--- config.mk ---
export PLATFORM = sky130hd
export DESIGN_NAME = reg_wb_scheduler_flat
export DESIGN_NICKNAME = d
export VERILOG_FILES = /design/src/rtl/reg_wb_scheduler_if.sv /design/src/rtl/reg_wb_scheduler.sv /design/src/flat_wrapper.sv
export SDC_FILE = /design/constraint.sdc
export NUM_CORES = 1
export LEC_CHECK = 0
export BUFFER_PORTS_ARGS = -buffer_cell sky130_fd_sc_hd__buf_2
export CELL_PAD_IN_SITES_DETAIL_PLACEMENT = 1
export CELL_PAD_IN_SITES_GLOBAL_PLACEMENT = 2
export CORE_MARGIN = 1
export CORE_UTILIZATION = 30
export CTS_CLUSTER_DIAMETER = 100
export CTS_CLUSTER_SIZE = 25
export DETAILED_ROUTE_END_ITERATION = 7
export PLACE_DENSITY_LB_ADDON = 0.1
export SLEW_MARGIN = 20
export SYNTH_ARGS = -nofsm -noshare
export SYNTH_HDL_FRONTEND = slang
export SYNTH_SLANG_ARGS = --single-unit
--- constraint.sdc ---
create_clock -name clk -period 3.7 [get_ports clk]
set_clock_uncertainty 0.1 [all_clocks]
set_input_delay 0.37 -clock clk [delete_from_list [all_inputs] [get_ports clk]]
set_output_delay 0.37 -clock clk [all_outputs]
set_load 0.02 [all_outputs]
--- src/rtl/reg_wb_scheduler_if.sv ---
// rtl/reg_wb_scheduler_if.sv - requester, scoreboard and register-file write bundle for reg_wb_scheduler
interface reg_wb_scheduler_if #(
   parameter int REGISTER_WIDTH  = 32,
   parameter int REG_INDEX_WIDTH = 5
);
   logic                       alu_req;
   logic [REG_INDEX_WIDTH-1:0] alu_idx;
   logic [REGISTER_WIDTH-1:0]  alu_data;
   logic                       alu_gnt;

   logic                       mem_req;
   logic [REG_INDEX_WIDTH-1:0] mem_idx;
   logic [REGISTER_WIDTH-1:0]  mem_data;
   logic                       mem_gnt;

   logic                       issue_en;
   logic [REG_INDEX_WIDTH-1:0] issue_idx;
   logic [REG_INDEX_WIDTH-1:0] rd_reg_index_1;
   logic [REG_INDEX_WIDTH-1:0] rd_reg_index_2;
   logic                       busy_1;
   logic                       busy_2;

   logic                       wr_en;
   logic [REG_INDEX_WIDTH-1:0] wr_reg_index;
   logic [REGISTER_WIDTH-1:0]  wr_reg_data;

   modport master (
      output alu_req, alu_idx, alu_data,
      output mem_req, mem_idx, mem_data,
      output issue_en, issue_idx, rd_reg_index_1, rd_reg_index_2,
      input  alu_gnt, mem_gnt, busy_1, busy_2,
      input  wr_en, wr_reg_index, wr_reg_data
   );

   modport slave (
      input  alu_req, alu_idx, alu_data,
      input  mem_req, mem_idx, mem_data,
      input  issue_en, issue_idx, rd_reg_index_1, rd_reg_index_2,
      output alu_gnt, mem_gnt, busy_1, busy_2,
      output wr_en, wr_reg_index, wr_reg_data
   );
endinterface

--- src/rtl/reg_wb_scheduler.sv ---
// rtl/reg_wb_scheduler.sv - round-robin write-back arbiter for the register file write port with busy scoreboard
module reg_wb_scheduler #(
   parameter int REGISTER_WIDTH  = 32,
   parameter int REG_INDEX_WIDTH = 5,
   parameter int REGISTER_COUNT  = 32
) (
   input logic              clk,
   input logic              rst,
   reg_wb_scheduler_if.slave bus
);
   typedef enum logic {SRC_ALU = 1'b0, SRC_MEM = 1'b1} src_e;

   src_e                        last_q, last_d;
   logic                        alu_gnt, mem_gnt, any_gnt;
   logic [REG_INDEX_WIDTH-1:0]  sel_idx;
   logic [REGISTER_WIDTH-1:0]   sel_data;

   logic                        wr_en_q, wr_en_d;
   logic [REG_INDEX_WIDTH-1:0]  wr_idx_q, wr_idx_d;
   logic [REGISTER_WIDTH-1:0]   wr_data_q, wr_data_d;
   logic [REGISTER_COUNT-1:0]   busy_q, busy_d;

   // Indices beyond REGISTER_COUNT read as not busy instead of indexing out of range.
   function automatic logic busy_lookup(input logic [REGISTER_COUNT-1:0]  vec,
                                        input logic [REG_INDEX_WIDTH-1:0] idx);
      busy_lookup = 1'b0;
      for (int i = 0; i < REGISTER_COUNT; i++) begin
         if (idx == REG_INDEX_WIDTH'(i)) busy_lookup = vec[i];
      end
   endfunction

   always_comb begin
      alu_gnt = 1'b0;
      mem_gnt = 1'b0;
      if (!rst) begin
         if (bus.alu_req && bus.mem_req) begin
            if (last_q == SRC_MEM) alu_gnt = 1'b1;
            else                   mem_gnt = 1'b1;
         end else begin
            alu_gnt = bus.alu_req;
            mem_gnt = bus.mem_req;
         end
      end
      any_gnt  = alu_gnt | mem_gnt;
      sel_idx  = mem_gnt ? bus.mem_idx  : bus.alu_idx;
      sel_data = mem_gnt ? bus.mem_data : bus.alu_data;
   end

   always_comb begin
      last_d = last_q;
      if (alu_gnt)      last_d = SRC_ALU;
      else if (mem_gnt) last_d = SRC_MEM;

      // x0 writes still consume a grant but never reach the register file.
      wr_en_d   = any_gnt && (sel_idx != '0);
      wr_idx_d  = any_gnt ? sel_idx  : wr_idx_q;
      wr_data_d = any_gnt ? sel_data : wr_data_q;

      busy_d = busy_q;
      for (int i = 0; i < REGISTER_COUNT; i++) begin
         if (wr_en_q && (wr_idx_q == REG_INDEX_WIDTH'(i))) busy_d[i] = 1'b0;
      end
      for (int i = 0; i < REGISTER_COUNT; i++) begin
         if (bus.issue_en && (bus.issue_idx == REG_INDEX_WIDTH'(i))) busy_d[i] = 1'b1;
      end
      busy_d[0] = 1'b0;
   end

   always_ff @(posedge clk) begin
      if (rst) begin
         last_q    <= SRC_MEM;
         wr_en_q   <= 1'b0;
         wr_idx_q  <= '0;
         wr_data_q <= '0;
         busy_q    <= '0;
      end else begin
         last_q    <= last_d;
         wr_en_q   <= wr_en_d;
         wr_idx_q  <= wr_idx_d;
         wr_data_q <= wr_data_d;
         busy_q    <= busy_d;
      end
   end

   assign bus.alu_gnt      = alu_gnt;
   assign bus.mem_gnt      = mem_gnt;
   assign bus.busy_1       = busy_lookup(busy_q, bus.rd_reg_index_1);
   assign bus.busy_2       = busy_lookup(busy_q, bus.rd_reg_index_2);
   // A reset raised while a write sits in the write stage cancels it before reg_file samples on the negedge.
   assign bus.wr_en        = wr_en_q & ~rst;
   assign bus.wr_reg_index = wr_idx_q;
   assign bus.wr_reg_data  = wr_data_q;
endmodule

--- src/flat_wrapper.sv ---
// flat-port wrapper written by rule: the top's interface ports become plain ports
module reg_wb_scheduler_flat 
#(
   parameter int REGISTER_WIDTH  = 32,
   parameter int REG_INDEX_WIDTH = 5,
   parameter int REGISTER_COUNT  = 32
)
  (clk, rst, bus_alu_req, bus_alu_idx, bus_alu_data, bus_mem_req, bus_mem_idx, bus_mem_data, bus_issue_en, bus_issue_idx, bus_rd_reg_index_1, bus_rd_reg_index_2, bus_alu_gnt, bus_mem_gnt, bus_busy_1, bus_busy_2, bus_wr_en, bus_wr_reg_index, bus_wr_reg_data);
  reg_wb_scheduler_if #(.REGISTER_WIDTH(REGISTER_WIDTH), .REG_INDEX_WIDTH(REG_INDEX_WIDTH)) bus_i ();
  input logic clk;
  input logic rst;
  input wire logic [$bits(bus_i.alu_req)-1:0] bus_alu_req;
  input wire logic [$bits(bus_i.alu_idx)-1:0] bus_alu_idx;
  input wire logic [$bits(bus_i.alu_data)-1:0] bus_alu_data;
  input wire logic [$bits(bus_i.mem_req)-1:0] bus_mem_req;
  input wire logic [$bits(bus_i.mem_idx)-1:0] bus_mem_idx;
  input wire logic [$bits(bus_i.mem_data)-1:0] bus_mem_data;
  input wire logic [$bits(bus_i.issue_en)-1:0] bus_issue_en;
  input wire logic [$bits(bus_i.issue_idx)-1:0] bus_issue_idx;
  input wire logic [$bits(bus_i.rd_reg_index_1)-1:0] bus_rd_reg_index_1;
  input wire logic [$bits(bus_i.rd_reg_index_2)-1:0] bus_rd_reg_index_2;
  output wire logic [$bits(bus_i.alu_gnt)-1:0] bus_alu_gnt;
  output wire logic [$bits(bus_i.mem_gnt)-1:0] bus_mem_gnt;
  output wire logic [$bits(bus_i.busy_1)-1:0] bus_busy_1;
  output wire logic [$bits(bus_i.busy_2)-1:0] bus_busy_2;
  output wire logic [$bits(bus_i.wr_en)-1:0] bus_wr_en;
  output wire logic [$bits(bus_i.wr_reg_index)-1:0] bus_wr_reg_index;
  output wire logic [$bits(bus_i.wr_reg_data)-1:0] bus_wr_reg_data;
  assign bus_i.alu_req = bus_alu_req;
  assign bus_i.alu_idx = bus_alu_idx;
  assign bus_i.alu_data = bus_alu_data;
  assign bus_i.mem_req = bus_mem_req;
  assign bus_i.mem_idx = bus_mem_idx;
  assign bus_i.mem_data = bus_mem_data;
  assign bus_i.issue_en = bus_issue_en;
  assign bus_i.issue_idx = bus_issue_idx;
  assign bus_i.rd_reg_index_1 = bus_rd_reg_index_1;
  assign bus_i.rd_reg_index_2 = bus_rd_reg_index_2;
  assign bus_alu_gnt = bus_i.alu_gnt;
  assign bus_mem_gnt = bus_i.mem_gnt;
  assign bus_busy_1 = bus_i.busy_1;
  assign bus_busy_2 = bus_i.busy_2;
  assign bus_wr_en = bus_i.wr_en;
  assign bus_wr_reg_index = bus_i.wr_reg_index;
  assign bus_wr_reg_data = bus_i.wr_reg_data;
  reg_wb_scheduler #(.REGISTER_WIDTH(REGISTER_WIDTH), .REG_INDEX_WIDTH(REG_INDEX_WIDTH), .REGISTER_COUNT(REGISTER_COUNT)) u_core (.clk(clk), .rst(rst), .bus(bus_i));
endmodule
; ---- Word level (Yosys, flattened, before mapping)
; Index checks and enable logic that the tools add are counted.
[op_classes]
eq_ne = 124
n_mux = 136
bitwise = 3
reduce_logical = 99
[ops]
columns = op, count
row1 = $eq 5x5->1 const B, 64
row2 = $eq 5x4->1 const B, 32
row3 = $mux 1, 134
row4 = $eq 5x3->1 const B, 16
row5 = $logic_and 1x1->1, 64
row6 = $reduce_bool 2->1, 32
row7 = $eq 5x2->1 const B, 8
row8 = $mux 32, 1
row9 = $eq 5x1->1 const B, 4
row10 = $logic_not 5->1, 2
row11 = $mux 5, 1
row12 = $reduce_bool 5->1, 1
row13 = $and 1x1->1, 1
row14 = $not 1->1, 1
row15 = $or 1x1->1, 1
[word_totals]
regBits = 71
output_inout_bits = 42
word_cells = 398

; ---- Longest topological paths before layout
; Gate-level depths: netlist of the first run.
[depth]
depth_word = 33
mapped_depth = 8
depth_no_buf = 6

; ---- Least setup slack after synthesis of the first run
; Ideal clock, no wire load.
[synth_path]
kind = input to output
from = in bus_rd_reg_index_2[0]
to = out bus_busy_2
arrival_time_ps = 1698
slack_ps = 1532
stages = 7
n_path_buf = 1
path_cell_list = clkbuf_8 > or2b_1 > o221ai_1 > a32oi_1 > a311oi_2 > o21ai_1 > a32oi_1
[synth_via]
elab_chain_len = 33
[synth_lines]
columns = element, line_no
row1 = "start, declared", flat_wrapper.sv:21  ; input wire logic [$bits(bus_i.rd_reg_index_2)-1:0] bus_rd_reg_index_2;
row2 = $logic_not 5->1, reg_wb_scheduler.sv:28  ; if (idx == REG_INDEX_WIDTH'(i)) busy_lookup = vec[i];
row3 = $mux 1 (31 in series), reg_wb_scheduler.sv:28
row4 = $mux 1 *, reg_wb_scheduler.sv:28
row5 = "end, declared", flat_wrapper.sv:25  ; output wire logic [$bits(bus_i.busy_2)-1:0] bus_busy_2;
; Mark *: on every way between the ends. The rest lies on a longest branch, timed or not.

; ---- Final worst setup path of the first run
[layout_path]
from = reg u_core.busy_q[18]
to = out bus_busy_2
[layout_via]
elab_chain_len = 14
[layout_lines]
columns = element, line_no
row1 = "start, declared", reg_wb_scheduler.sv:21  ; logic [REGISTER_COUNT-1:0] busy_q, busy_d;
row2 = "start signal, assigned", reg_wb_scheduler.sv:81  ; busy_q <= busy_d;
row3 = $mux 1 (14 in series), reg_wb_scheduler.sv:28
; Every way passes these cells.

==> summary.md, run 1 <==
| Metric | Value |
|---|---|
| Outcome | `finished clean` |
| Worst R2R Start | `u_core.wr_en_q` |
| Crit-path cells | `and2b_2 -> nor3_2 -> o2111ai_1 -> a2111oi_1 -> o21ai_1 -> a32oi_1 -> buf_2` |
| Post-CTS setup buffer count | `0` |
| ANT cells | `0` |
| Post-synth EDFFs | `0` |
| # port buffers | `135` |
| Initial core utilization | `0.306` |
| Reg2Reg Capture Point | `u_core.busy_q[3]` |
| Clock Path Buffers | `2` |
| Post-DR vias/cell | `roughly 5.2` |
| FP Rows | `42` |
| Seq/Total Area, Yosys | `0.347` |
| Root buffer cell | `clkbuf_16` |
| Yosys top cell area share | `0.347` |
| Clock network power share | `0.434` |
| Net Switching | `561 uW` |
| Synth Area in Compound Gates | `0.224` |
| Number of remaining DRC errors | `0` |
| Leakage | `around 2.1 nW` |
| Synth unique cells | `52` |
| HPWL Detailed | `between 10 and 15 mm` |
| Worst Hold Launch | `bus_mem_data[17]` |
| Most frequent cell after synthesis | `dfxtp_1` |
| Crit-path max FO | `4` |
| DRT Pass-1 Iters | `4` |
| Cells after Synth | `roughly 510` |
| Sw Ratio | `0.273` |
| Final nets | `between 700 and 800` |
| Flop2flop setup slack | `roughly 2 ns` |
| Worst Path Buf+Inv | `1` |
| CP Capture Point | `bus_busy_2` |
| Hold Crit Class | `in2reg` |
| Area leader, netlist | `dfxtp_1` |
| Synth Area in Adders | `0` |
| Crit path time final | `roughly 2.6 ns` |
| Critical path endpoint category | `primary output` |
| Data required time at the worst endpoint | `roughly 3.2 ns` |
| Critical Path Max Stage Delay | `about 0.41 ns` |
| Critical path class | `reg2out` |
| Synth Register Bits | `70` |
| First-pass GRT wire length | `between 20 and 25 mm` |
| Max-Cap Viols | `0` |
| WP depth | `7` |
| Routed wire length | `between 10 and 15 mm` |
| Cells on worst reg2reg path | `4` |
| Synthesis-to-finish area growth | `24.6%` |
| RSZ-0062 raised after global routing | `false` |
| Clock transition at path regs | `0.06 ns` |
| Share of layout cells above drive strength 1 | `0.268` |
| Commonest cells in the netlist | `dfxtp_1 (70), o21ai_0 (68), nand2_1 (66)` |
| Max H-tree Level | `3` |
| Num ports | `about 140` |
| Die width | `about 120 um` |
| Mux contribution to synthesized area | `0.110` |
| Maximum VDD drop | `about 230 uV` |
| Initial antenna violation count | `0` |
| Clock latency on the worst-skew pair | `about 0.34 ns` |
| Mapped Avg Cell Area | `7.97 um2` |
| Vias in the first global route | `between 4000 and 5000` |
| CTS Buf Count | `9` |
| Final Max Slew Viols | `0` |
| Post-synth top flop | `dfxtp_1` |
| Grt ovf | `0` |
| Warnings from Yosys | `0` |
| Xor-xnor portion of the synthesized cell area | `0` |
| # hold bufs at CTS | `0` |
| Max Freq | `379 MHz` |
| Largest family of logic cells by synthesized area | `simple AND/OR/NAND/NOR gates` |
| Startpoint class of the critical path | `register` |
| Via count | `4120` |
| Combinational share of power | `0.166` |
| GPL Wtd Cong | `~0.84` |
| Simple-gate share of the synthesized area | `0.250` |
| CTS tree | `built` |
| DR WL/cell | `17.3 um` |
| Endpoints failing setup | `0` |
| FFs w/ async S/R, synth | `0` |
| Setup TNS | `0 ns` |
| Sequential power share | `0.400` |
| Top post-synthesis cells by area | `dfxtp_1 (35%), mux2i_1 (8.7%), o21ai_0 (8.4%)` |
| Crit share post-route | `0.713` |
| Core area | `approximately 13000 um2` |
| PwrDens | `around 410 nW/um2` |
| Worst Tran Pin Value | `between 0.7 and 0.8 ns` |
| Die Span Y | `between 100 and 150 um` |
| DIE AREA | `13900 um2` |
| Arr. time, crit path | `2.17 ns` |
| Beginning of the critical path | `u_core.busy_q[18]` |
| Detail Route Antenna Nets | `0` |
| Pint | `1.50 mW` |
| Post-layout util | `0.382` |
| Post-synthesis net count | `approximately 600` |
| Drt initial violations | `223` |
| Post-cts sizing count | `0` |
| Clk sink count | `70` |
| Critical path's top delay family | `compound AO/OA/AOI/OAI gates` |
| Slowest stage cell, crit path | `dfxtp_1` |
| Final hold vios | `0` |
| Cell Area, Synth | `between 4000 and 5000 um2` |
| Pin count of the biggest net entering global routing | `74` |
| Total GRT Usage | `0.202` |
| Max_slew headroom | `0.531` |
## kinds of logic (layout without fill, tap and decap cells)
kind of cell | Yosys count | count (layout)
buf+inv | 51 | 164
flops | 70 | 70
simple gates | 194 | 194
mux | 40 | 40
compound gates | 152 | 152
## worst min-delay path by stage
stage	end	slack, ns	cells after the start
after CTS	u_core.bus.wr_reg_data[17]	0.18	3
after floorplan	u_core.busy_q[27]	0.35	2
after global placement	u_core.bus.wr_reg_data[30]	0.37	2
after global routing	u_core.bus.wr_reg_data[17]	0.19	3
after detailed placement	u_core.busy_q[27]	0.37	2
final	u_core.bus.wr_reg_data[17]	0.19	3
## power by group through the flow
stage          registers [mW]  clock network (mW)  logic (mW)
6_report                0.824               0.892       0.341
5_1_grt                 0.828               0.952       0.378
4_1_cts                 0.824               0.921       0.346
3_5_place_dp            0.839                   0       0.345
3_3_place_gp            0.838                   0       0.341
2_1_floorplan           0.866                   0       0.188
## sequential cells by signal, summed over array words and instances, names as in the netlist
| register | flops |
|---|---|
| u_core.bus.wr_reg_data | 32 |
| u_core.busy_q | 31 |
| u_core.bus.wr_reg_index | 5 |
| u_core.last_q | 1 |
| u_core.wr_en_q | 1 |
## area by class of cell
class                           instances  area, um2
Fill cell                            1634       8160
Multi-Input combinational cell        386       2360
Sequential cell                        70       1400
Timing Repair Buffer                  139        706
Clock buffer                           12        267
Tap cell                              176        220
Clock inverter                          3       42.5
Inverter                               10       37.5
## layout by cell type (no fill, tap or decap), types with 6 or more instances in the layout
| cell | netlist | layout |
|---|---|---|
| nand2b_1 | 9 | 9 |
| nor3_1 | 8 | 8 |
| a311oi_1 | 13 | 13 |
| o2111ai_1 | 6 | 6 |
| inv_1 | 10 | 10 |
| nand3_1 | 14 | 14 |
| a21oi_1 | 41 | 41 |
| nand2_1 | 66 | 66 |
| nand3b_1 | 29 | 29 |
| mux2i_1 | 35 | 35 |
| nor2_1 | 29 | 29 |
| o21ai_0 | 68 | 68 |
| buf_2 | 9 | 135 |
| dfxtp_1 | 70 | 70 |
| clkbuf_16 | 0 | 9 |
| nor2b_1 | 12 | 12 |
## worst reg2reg max path, stage by stage (launching register included)
cell,delay (ns)
dfxtp_1,0.41
nor2b_1,0.41
nand3_1,0.27
o21ai_0,0.22
a21oi_1,0.10
## routing by layer
metal	global-route usage	up-vias	wire [um]
met2	0.315	107	6220
met4	0.0569	0	197
li1	-	2049	-
met5	0	-	0
met1	0.271	1948	6470
met3	0.0577	16	857
## through the flow
step / setup WS, ns / instances / area (um2) / power (mW) / hold WS (ns)
2_1_floorplan: 1.53 / 507 / 4040 / 1.05 / 0.354
3_3_place_gp: 1.22 / 781 / 4730 / 1.18 / 0.366
3_5_place_dp: 1.16 / 781 / 4730 / 1.18 / 0.372
4_1_cts: 1.06 / 796 / 5030 / 2.09 / 0.176
5_1_grt: 0.954 / 796 / 5030 / 2.16 / 0.187
6_report: 1.06 / 796 / 5030 / 2.06 / 0.190
(Power assumes the default switching activity.)
==> inputs of run 2 (changes only) <==
- ABC_AREA: default -> 1
- CORE_UTILIZATION: 30 -> 25
- clock period: 3.7 -> 2.6 ns (I/O delays scaled with it)
==> run 2 against run 1 <==
The flow now finishes with violations (setup timing). Core utilization fell by 4.2 points. Wire length rose by 14%. Final area rose by 2.9%. Global-route usage fell by 0.36 points. Cell count rose by 22%. Count of clock-buffer cells in the layout fell by 2. Combinational power rose by 87%. Critical path depth rose by 16. Non-clock buffer count rose by 14. Total power rose by 51%. Critical endpoint is now bus_busy_1. Largest cell class unchanged. Highest routed layer unchanged.
==> summary.md, run 2 <==
| Metric | Value |
|---|---|
| Outcome | `complete, but fails checks (was finished clean)` |
| Failing checks | `setup timing` |
| Most frequent cell after synthesis | `nand2_1 (was dfxtp_1)` |
| Post-synth top flop | `dfxtp_1 (unchanged)` |
| Most common cell on crit path | `nand2_1` |
| Post-CTS setup buffer count | `0 (unchanged)` |
| Commonest non-fill, non-tap cell in the layout | `nand2_1 (was buf_2)` |
| Critical path's top delay family | `simple AND/OR/NAND/NOR gates (was compound AO/OA/AOI/OAI gates)` |
| First-pass GRT wire length | `24.8 mm (was 22.2 mm)` |
| Leakage | `2.38 nW (was 2.14 nW)` |
| Detail Route Antenna Nets | `0 (unchanged)` |
| Final Max Slew Viols | `0 (unchanged)` |
| DRT Pass-1 Iters | `4 (unchanged)` |
| FFs w/ async S/R, synth | `0 (unchanged)` |
| Vias in the first global route | `4773 (was 4247)` |
| Synth Register Bits | `70 (unchanged)` |
| RSZ-0062 raised after global routing | `true (was false)` |
| Number of remaining DRC errors | `0 (unchanged)` |
| Initial antenna violation count | `0 (unchanged)` |
| Mapped Avg Cell Area | `6.24 um2 (was 7.97 um2)` |
| DIE AREA | `16200 um2 (was 13900 um2)` |
| Post-synth EDFFs | `0 (unchanged)` |
| Max_slew headroom | `0.573 (was 0.531)` |
| Final WS setup | `-0.00457 ns (was 1.06 ns)` |
| Crit-path cells | `inv_1 -> nand2_1 -> nand2_1 -> nand2_1 -> nand2_1 -> nand2_1 -> nand2_1 -> nand4_1 -> nand2_1 -> nand3_1 -> nand2_1 -> nand4_1 -> nand2_1 -> nand2_1 -> nand2_1 -> nand4_1 -> nand2_1 -> nand3_1 -> nand2_1 -> nand4_1 -> nor2_1 -> nand3_1 -> buf_4 (was and2b_2 -> nor3_2 -> o2111ai_1 -> a2111oi_1 -> o21ai_1 -> a32oi_1 -> buf_2)` |
| Crit share post-route | `1.00` |
| Critical Path Max Stage Delay | `0.34 ns (was 0.41 ns)` |
| Share of layout cells above drive strength 1 | `0.237 (was 0.268)` |
| Crit path time final | `between 2 and 3 ns` |
| Arr. time, crit path | `2.24 ns (was 2.17 ns)` |
| Final hold vios | `0 (unchanged)` |
| Synthesis-to-finish area growth | `32.2% (was 24.6%)` |
| Most frequent cells in the layout | `nand2_1 (176), buf_2 (134), nor2_1 (73) (was buf_2 (135), dfxtp_1 (70), o21ai_0 (68))` |
| Endpoints failing setup | `1 (was 0)` |
| Cell Area, Synth | `3920 um2 (was 4040 um2)` |
| Fin cells | `975 (was 796)` |
| Area leader, netlist | `dfxtp_1 (unchanged)` |
| Warnings from Yosys | `0 (unchanged)` |
| Routed wire length | `15.6 mm (was 13.7 mm)` |
| Max H-tree Level | `3 (unchanged)` |
| Post-synthesis net count | `722 (was 601)` |
| Hold Crit Class | `in2reg (unchanged)` |
| Critical path endpoint category | `primary output (unchanged)` |
| PwrDens | `599 nW/um2 (was 409 nW/um2)` |
| Placed insts | `960 (was 781)` |
| Commonest cells in the netlist | `nand2_1 (176), nor2_1 (73), dfxtp_1 (70) (was dfxtp_1 (70), o21ai_0 (68), nand2_1 (66))` |
| HPWL Detailed | `11.9 mm (was 10.5 mm)` |
| Setup TNS | `-0.00457 ns (was 0 ns)` |
| Crit-path max FO | `3 (was 4)` |
| Clock latency on the worst-skew pair | `0.34 ns (about the same)` |
| # port buffers | `135 (unchanged)` |
| Drt initial violations | `283 (was 223)` |
| Root buffer cell | `clkbuf_16 (unchanged)` |
| GPL Wtd Cong | `0.881 (was 0.837)` |
| CTS Buf Count | `9 (unchanged)` |
| Max reg flops | `32 (unchanged)` |
| DR WL/cell | `16.0 um (was 17.3 um)` |
| Max Freq | `roughly 380 MHz` |
| Clk sink count | `70 (unchanged)` |
| Worst Tran Pin Value | `0.639 ns (was 0.703 ns)` |
| Initial core utilization | `0.257 (was 0.306)` |
| Fillcell total | `2010 (was 1634)` |
| Critical path class | `reg2out (unchanged)` |
| ANT cells | `0 (unchanged)` |
| # hold bufs at CTS | `0 (unchanged)` |
| Num ports | `136 (unchanged)` |
| Post-DR vias/cell | `4.82 (was 5.18)` |
| Total GRT Usage | `0.199 (was 0.202)` |
| Cells after Synth | `628 (was 507)` |
| Pin count of the biggest net entering global routing | `49 (was 74)` |
| Worst Path Buf+Inv | `2 (was 1)` |
| FP Rows | `45 (was 42)` |
| Grt ovf | `0 (unchanged)` |
| Top post-synthesis cells by area | `dfxtp_1 (36%), nand2_1 (17%), a21oi_1 (8.3%) (was dfxtp_1 (35%), mux2i_1 (8.7%), o21ai_0 (8.4%))` |
| Max-Cap Viols | `0 (unchanged)` |
| Die Span Y | `127 um (was 118 um)` |
| Data required time at the worst endpoint | `2.24 ns (was 3.23 ns)` |
| Slowest stage cell, crit path | `dfxtp_2 (was dfxtp_1)` |
| Seq/Total Area, Yosys | `0.358 (was 0.347)` |
| Clock transition at path regs | `0.06 ns (about the same)` |
| Maximum VDD drop | `310 uV (was 234 uV)` |
| Clock Path Buffers | `2 (unchanged)` |
| Core area | `15300 um2 (was 13200 um2)` |
| Synth unique cells | `26 (was 52)` |
| CTS tree | `built (unchanged)` |
| Yosys top cell area share | `0.358 (was 0.347)` |
| Via count | `4697 (was 4120)` |
| Die width | `127 um (was 118 um)` |
| Startpoint class of the critical path | `register (unchanged)` |
| Final nets | `854 (was 710)` |
-- run 2: changes by cell type in the layout (fill, tap and decap cells not counted), sizes merged, moves of 10 or more --
cell / previous run / this run
a31oi: 2 / 25
buf: 139 / 153
nand4: 5 / 26
o21ai: 69 / 39
nand2: 67 / 176
nor2: 29 / 74
nand3b: 29 / 1
o211ai: 1 / 11
nor2b: 12 / 0
a311oi: 14 / 0
mux2i: 35 / 1
inv: 10 / 66
a21oi: 41 / 65
-- run 2: repair_timing --
action / in CTS / in global routing
pin swaps: 0 / 2
resized for setup: 3 / 1
setup endpoints to repair: 2 / 2
-- run 2: worst paths after layout --
check             depth (start not counted)                          to              start  slack (ns)
setup / recovery                         23                  bus_busy_1   u_core.busy_q[3]      -0.005
hold / removal                            3  u_core.bus.wr_reg_data[27]   bus_mem_data[27]        0.07
setup reg to reg                          8  u_core.bus.wr_reg_data[20]      u_core.last_q        0.79
hold reg to reg                           2           u_core.busy_q[29]  u_core.busy_q[29]        0.40
-- run 2: worst min-delay path: stages --
cell and delay, ns:
buf_2 0.09, nand2_1 0.05, a31oi_1 0.06
-- run 2: cells by family after synthesis --
| logic type | Yosys count | share of synthesized area |
|---|---|---|
| AND/OR/NAND/NOR | 310 | 0.328 |
| AO/OA/AOI/OAI | 149 | 0.215 |
| buffers and inverters | 98 | 0.0964 |
| flip-flops | 70 | 0.358 |
| multiplexers | 1 | 0.00255 |
-- run 2: cell type report --
cell class | instances | area, um2 | area share
well taps | 211 | 264 | 0.0510
inverters | 66 | 248 | 0.0478
clock inverters | 5 | 58.8 | 0.0114
flip-flops and latches | 70 | 1410 | 0.271
multi-input cells | 460 | 2140 | 0.413
repair buffers | 153 | 826 | 0.159
clock buffers | 10 | 239 | 0.0461
-- run 2: through the flow --
| stage | util | power, mW | hold WS (ns) | area (um2) | setup WS (ns) |
|---|---|---|---|---|---|
| after detailed placement | 0.320 | 1.87 | 0.386 | 4880 | 0.0402 |
| after CTS | 0.339 | 3.15 | 0.0497 | 5180 | -0.0548 |
| after global routing | 0.339 | 3.26 | 0.0684 | 5180 | -0.284 |
| after global placement | 0.320 | 1.86 | 0.370 | 4880 | 0.179 |
| final | 0.339 | 3.10 | 0.0671 | 5180 | -0.00457 |
| after floorplan | - | 1.59 | 0.313 | 3920 | 0.487 |
-- run 2: routing by layer --
layer	vias up	GRT usage	wire (um)
li1	2359	-	-
met1	2189	0.228	6610
met2	133	0.346	7530
met3	16	0.0687	1160
met4	0	0.0651	320
met5	-	0	0
-- run 2: report_power, final --
group	total [mW]	internal, mW	leakage, nW	switching (mW)
Sequential	1.20	1.16	0.578	0.0483
Combinational	0.637	0.221	1.66	0.416
Clock	1.26	0.765	0.141	0.496
==> inputs of run 3 (changes only) <==
==> constraint.sdc (replaced) <==
create_clock -name clk -period 2.6 [get_ports clk]
set_clock_uncertainty 0.1 [all_clocks]
set_input_delay 0.52 -clock clk [delete_from_list [all_inputs] [get_ports clk]]
set_output_delay 0.52 -clock clk [all_outputs]
set_load 0.02 [all_outputs]
==> run 3 against run 2 <==
The flow still finishes with violations (setup timing). Worst hold slack improved by 0.27 ns. Count of clock-buffer cells in the layout increased by 1. Core utilization increased by 3.2 points. Die area unchanged. Cell count increased by 5.1%. Global-route usage increased by 0.79 points. Critical path type is now in2out. Largest cell class unchanged.
==> summary.md, run 3 (synthesis gave the netlist of run 2 again) <==
| Metric | Value |
|---|---|
| DRT Pass-1 Iters | `4 (unchanged)` |
| Crit-path max FO | `7 (was 3)` |
| Data required time at the worst endpoint | `1.98 ns (was 2.24 ns)` |
| Max reg flops | `32 (unchanged)` |
| Dpl cell area | `5250 um2 (was 4880 um2)` |
| Share of layout cells above drive strength 1 | `0.314 (was 0.237)` |
| Pre-CTS setup slack | `-0.485 ns (was 0.0402 ns)` |
| Net Switching | `971 uW (was 961 uW)` |
| # port buffers | `135 (unchanged)` |
| Worst R2R Start | `u_core.last_q (unchanged)` |
| Initial antenna violation count | `0 (unchanged)` |
| Routed wire length | `16.0 mm (was 15.6 mm)` |
| Clk sink count | `70 (unchanged)` |
| Max H-tree Level | `3 (unchanged)` |
| Max Freq | `341 MHz (was 384 MHz)` |
| Grt ovf | `0 (unchanged)` |
| Total GRT Usage | `0.207 (was 0.199)` |
| DIE AREA | `16200 um2 (unchanged)` |
| Die Span Y | `127 um (unchanged)` |
| Slowest stage cell, crit path | `inv_1 (was dfxtp_2)` |
| Pint | `2.10 mW (was 2.14 mW)` |
| Arr. time, crit path | `2.31 ns (was 2.24 ns)` |
| Synthesis-to-finish area growth | `44.7% (was 32.2%)` |
| Pin count of the biggest net entering global routing | `48 (was 49)` |
| Final WS setup | `-0.331 ns (was -0.00457 ns)` |
| FP Rows | `45 (unchanged)` |
| Design area | `5670 um2 (was 5180 um2)` |
| Commonest non-fill, non-tap cell in the layout | `nand2_1 (unchanged)` |
| Sw Ratio | `0.316 (was 0.310)` |
| Crit-path cells | `buf_2 -> inv_1 -> nor2_1 -> inv_1 -> nor2_1 -> a31o_2 -> inv_1 -> nand4_1 -> nand2_1 -> nand2_1 -> nand2_1 -> nand4_1 -> nand2_1 -> nand3_2 -> nand2_1 -> nand4_1 -> nor2_1 -> nand3_2 -> buf_6 (was inv_1 -> nand2_1 -> nand2_1 -> nand2_1 -> nand2_1 -> nand2_1 -> nand2_1 -> nand4_1 -> nand2_1 -> nand3_1 -> nand2_1 -> nand4_1 -> nand2_1 -> nand2_1 -> nand2_1 -> nand4_1 -> nand2_1 -> nand3_1 -> nand2_1 -> nand4_1 -> nor2_1 -> nand3_1 -> buf_4)` |
| Root buffer cell | `clkbuf_16 (unchanged)` |
| Clock transition at path regs | `0.06 ns (about the same)` |
| CTS Buf Count | `9 (unchanged)` |
| DR WL/cell | `15.6 um (was 16.0 um)` |
| Critical Path Max Stage Delay | `0.21 ns (was 0.34 ns)` |
| Outcome | `complete, but fails checks (unchanged)` |
| Failing checks | `setup timing (unchanged)` |
| Placed insts | `1007 (was 960)` |
| Post-DR vias/cell | `4.68 (was 4.82)` |
| Metal-1 WL | `7.26 mm (was 6.61 mm)` |
| Final nets | `903 (was 854)` |
| Met3 routed WL | `906 um (was 1.16 mm)` |
| Maximum VDD drop | `377 uV (was 310 uV)` |
| Worst Tran Pin Value | `0.582 ns (was 0.639 ns)` |
| Vias in the first global route | `4894 (was 4773)` |
| Critical path class | `in2out (was reg2out)` |
| ANT cells | `0 (unchanged)` |
| Sequential power share | `0.392 (was 0.388)` |
| Final hold vios | `0 (unchanged)` |
| Beginning of the critical path | `bus_rd_reg_index_1[4] (was u_core.busy_q[3])` |
| RSZ-0062 raised after global routing | `true (unchanged)` |
| Hold Crit Class | `in2reg (unchanged)` |
| Initial core utilization | `0.257 (unchanged)` |
| Fin cells | `1025 (was 975)` |
| CTS tree | `built (unchanged)` |
| Overall Power | `3.07 mW (was 3.10 mW)` |
| GPL Wtd Cong | `0.882 (was 0.881)` |
| HPWL Detailed | `12.4 mm (was 11.9 mm)` |
| Crit share post-route | `1.13 (was 1.00)` |
| Max-Cap Viols | `0 (unchanged)` |
| Number of remaining DRC errors | `0 (unchanged)` |
| Clock latency on the worst-skew pair | `0.34 ns (about the same)` |
| First-pass GRT wire length | `26.0 mm (was 24.8 mm)` |
| PwrDens | `542 nW/um2 (was 599 nW/um2)` |
| Clock Path Buffers | `2 (unchanged)` |
| Crit path time final | `2.93 ns (was 2.60 ns)` |
| Combinational share of power | `0.231 (was 0.205)` |
| Clock network power share | `0.376 (was 0.407)` |
| DR WL met2 | `7.51 mm (was 7.53 mm)` |
| Detail Route Antenna Nets | `0 (unchanged)` |
| Top Metal Used | `met4 (unchanged)` |
| Most common cell on crit path | `nand2_1 (unchanged)` |
| Die width | `127 um (unchanged)` |
| Core area | `15300 um2 (unchanged)` |
| Num ports | `136 (unchanged)` |
| Final Max Slew Viols | `0 (unchanged)` |
| WHS | `0.334 ns (was 0.0671 ns)` |
| Via count | `4802 (was 4697)` |
| Max_slew headroom | `0.611 (was 0.573)` |
| Startpoint class of the critical path | `primary input (was register)` |
| Worst Hold Launch | `bus_mem_data[25] (was bus_mem_data[27])` |
| Drt initial violations | `221 (was 283)` |
| Endpoints failing setup | `2 (was 1)` |
| Critical path endpoint category | `primary output (unchanged)` |
| Most frequent cells in the layout | `nand2_1 (166), buf_2 (129), dfxtp_1 (68) (was nand2_1 (176), buf_2 (134), nor2_1 (73))` |
| Leakage | `2.66 nW (was 2.38 nW)` |
run 3: cell types whose count changed in the layout (fill, tap and decap cells not counted), sizes merged:
cell	previous run	this run
clkbuf	10	11
clkinv	2	3
buf	153	202
bufinv	1	0
run 3: final timing paths:
kind / end / slack, ns / cells past startpoint
worst max-delay path: bus_busy_1 / -0.33 / 19
worst min-delay path: u_core.bus.wr_reg_data[25] / 0.33 / 3
worst max register to register: u_core.bus.wr_reg_data[17] / 0.98 / 8
worst min register to register: u_core.bus.wr_reg_data[19] / 0.40 / 2
run 3: layer usage:
metal	vias to the layer above	track usage
met2	125	0.351
li1	2454	-
met4	0	0.0735
met1	2203	0.256
met5	-	0
met3	20	0.0482
run 3: stage by stage:
stage,utilization,setup TNS (ns)
finish,0.372,-0.619
global route,0.372,-1.08
CTS,0.370,-0.692
detailed placement,0.344,-0.790
global placement,0.344,-0.667
floorplan,-,-0.00243
run 3: what timing repair did:
action	4_1_cts	5_1_grt
pin swaps	13	14
hold buffers	0	0
buffers inserted	2	0
endpoints found under the setup margin	2	2
gates resized for setup	37	9
run 3: worst max-delay path: cells and delay by family:
kind                   cells  cell delay [ns]
buffers and inverters      5             0.59
AND/OR/NAND/NOR           13             0.99
AO/OA/AOI/OAI              1             0.20
run 3: layout make-up:
| cell class | instances | area [um2] |
|---|---|---|
| multi-input cells | 460 | 2230 |
| flip-flops and latches | 70 | 1410 |
| inverters | 66 | 253 |
| repair buffers | 202 | 1240 |
| clock buffers | 11 | 243 |
| fillers | 2008 | 9590 |
| well taps | 211 | 264 |
| clock inverters | 5 | 33.8 |
run 3: power by group through the flow:
stage | Combinational [mW] | Clock [mW] | Sequential, mW
2_1_floorplan | 0.285 | 0 | 1.31
3_3_place_gp | 0.683 | 0 | 1.22
3_5_place_dp | 0.693 | 0 | 1.23
4_1_cts | 0.716 | 1.20 | 1.21
5_1_grt | 0.788 | 1.25 | 1.22
6_report | 0.711 | 1.16 | 1.21
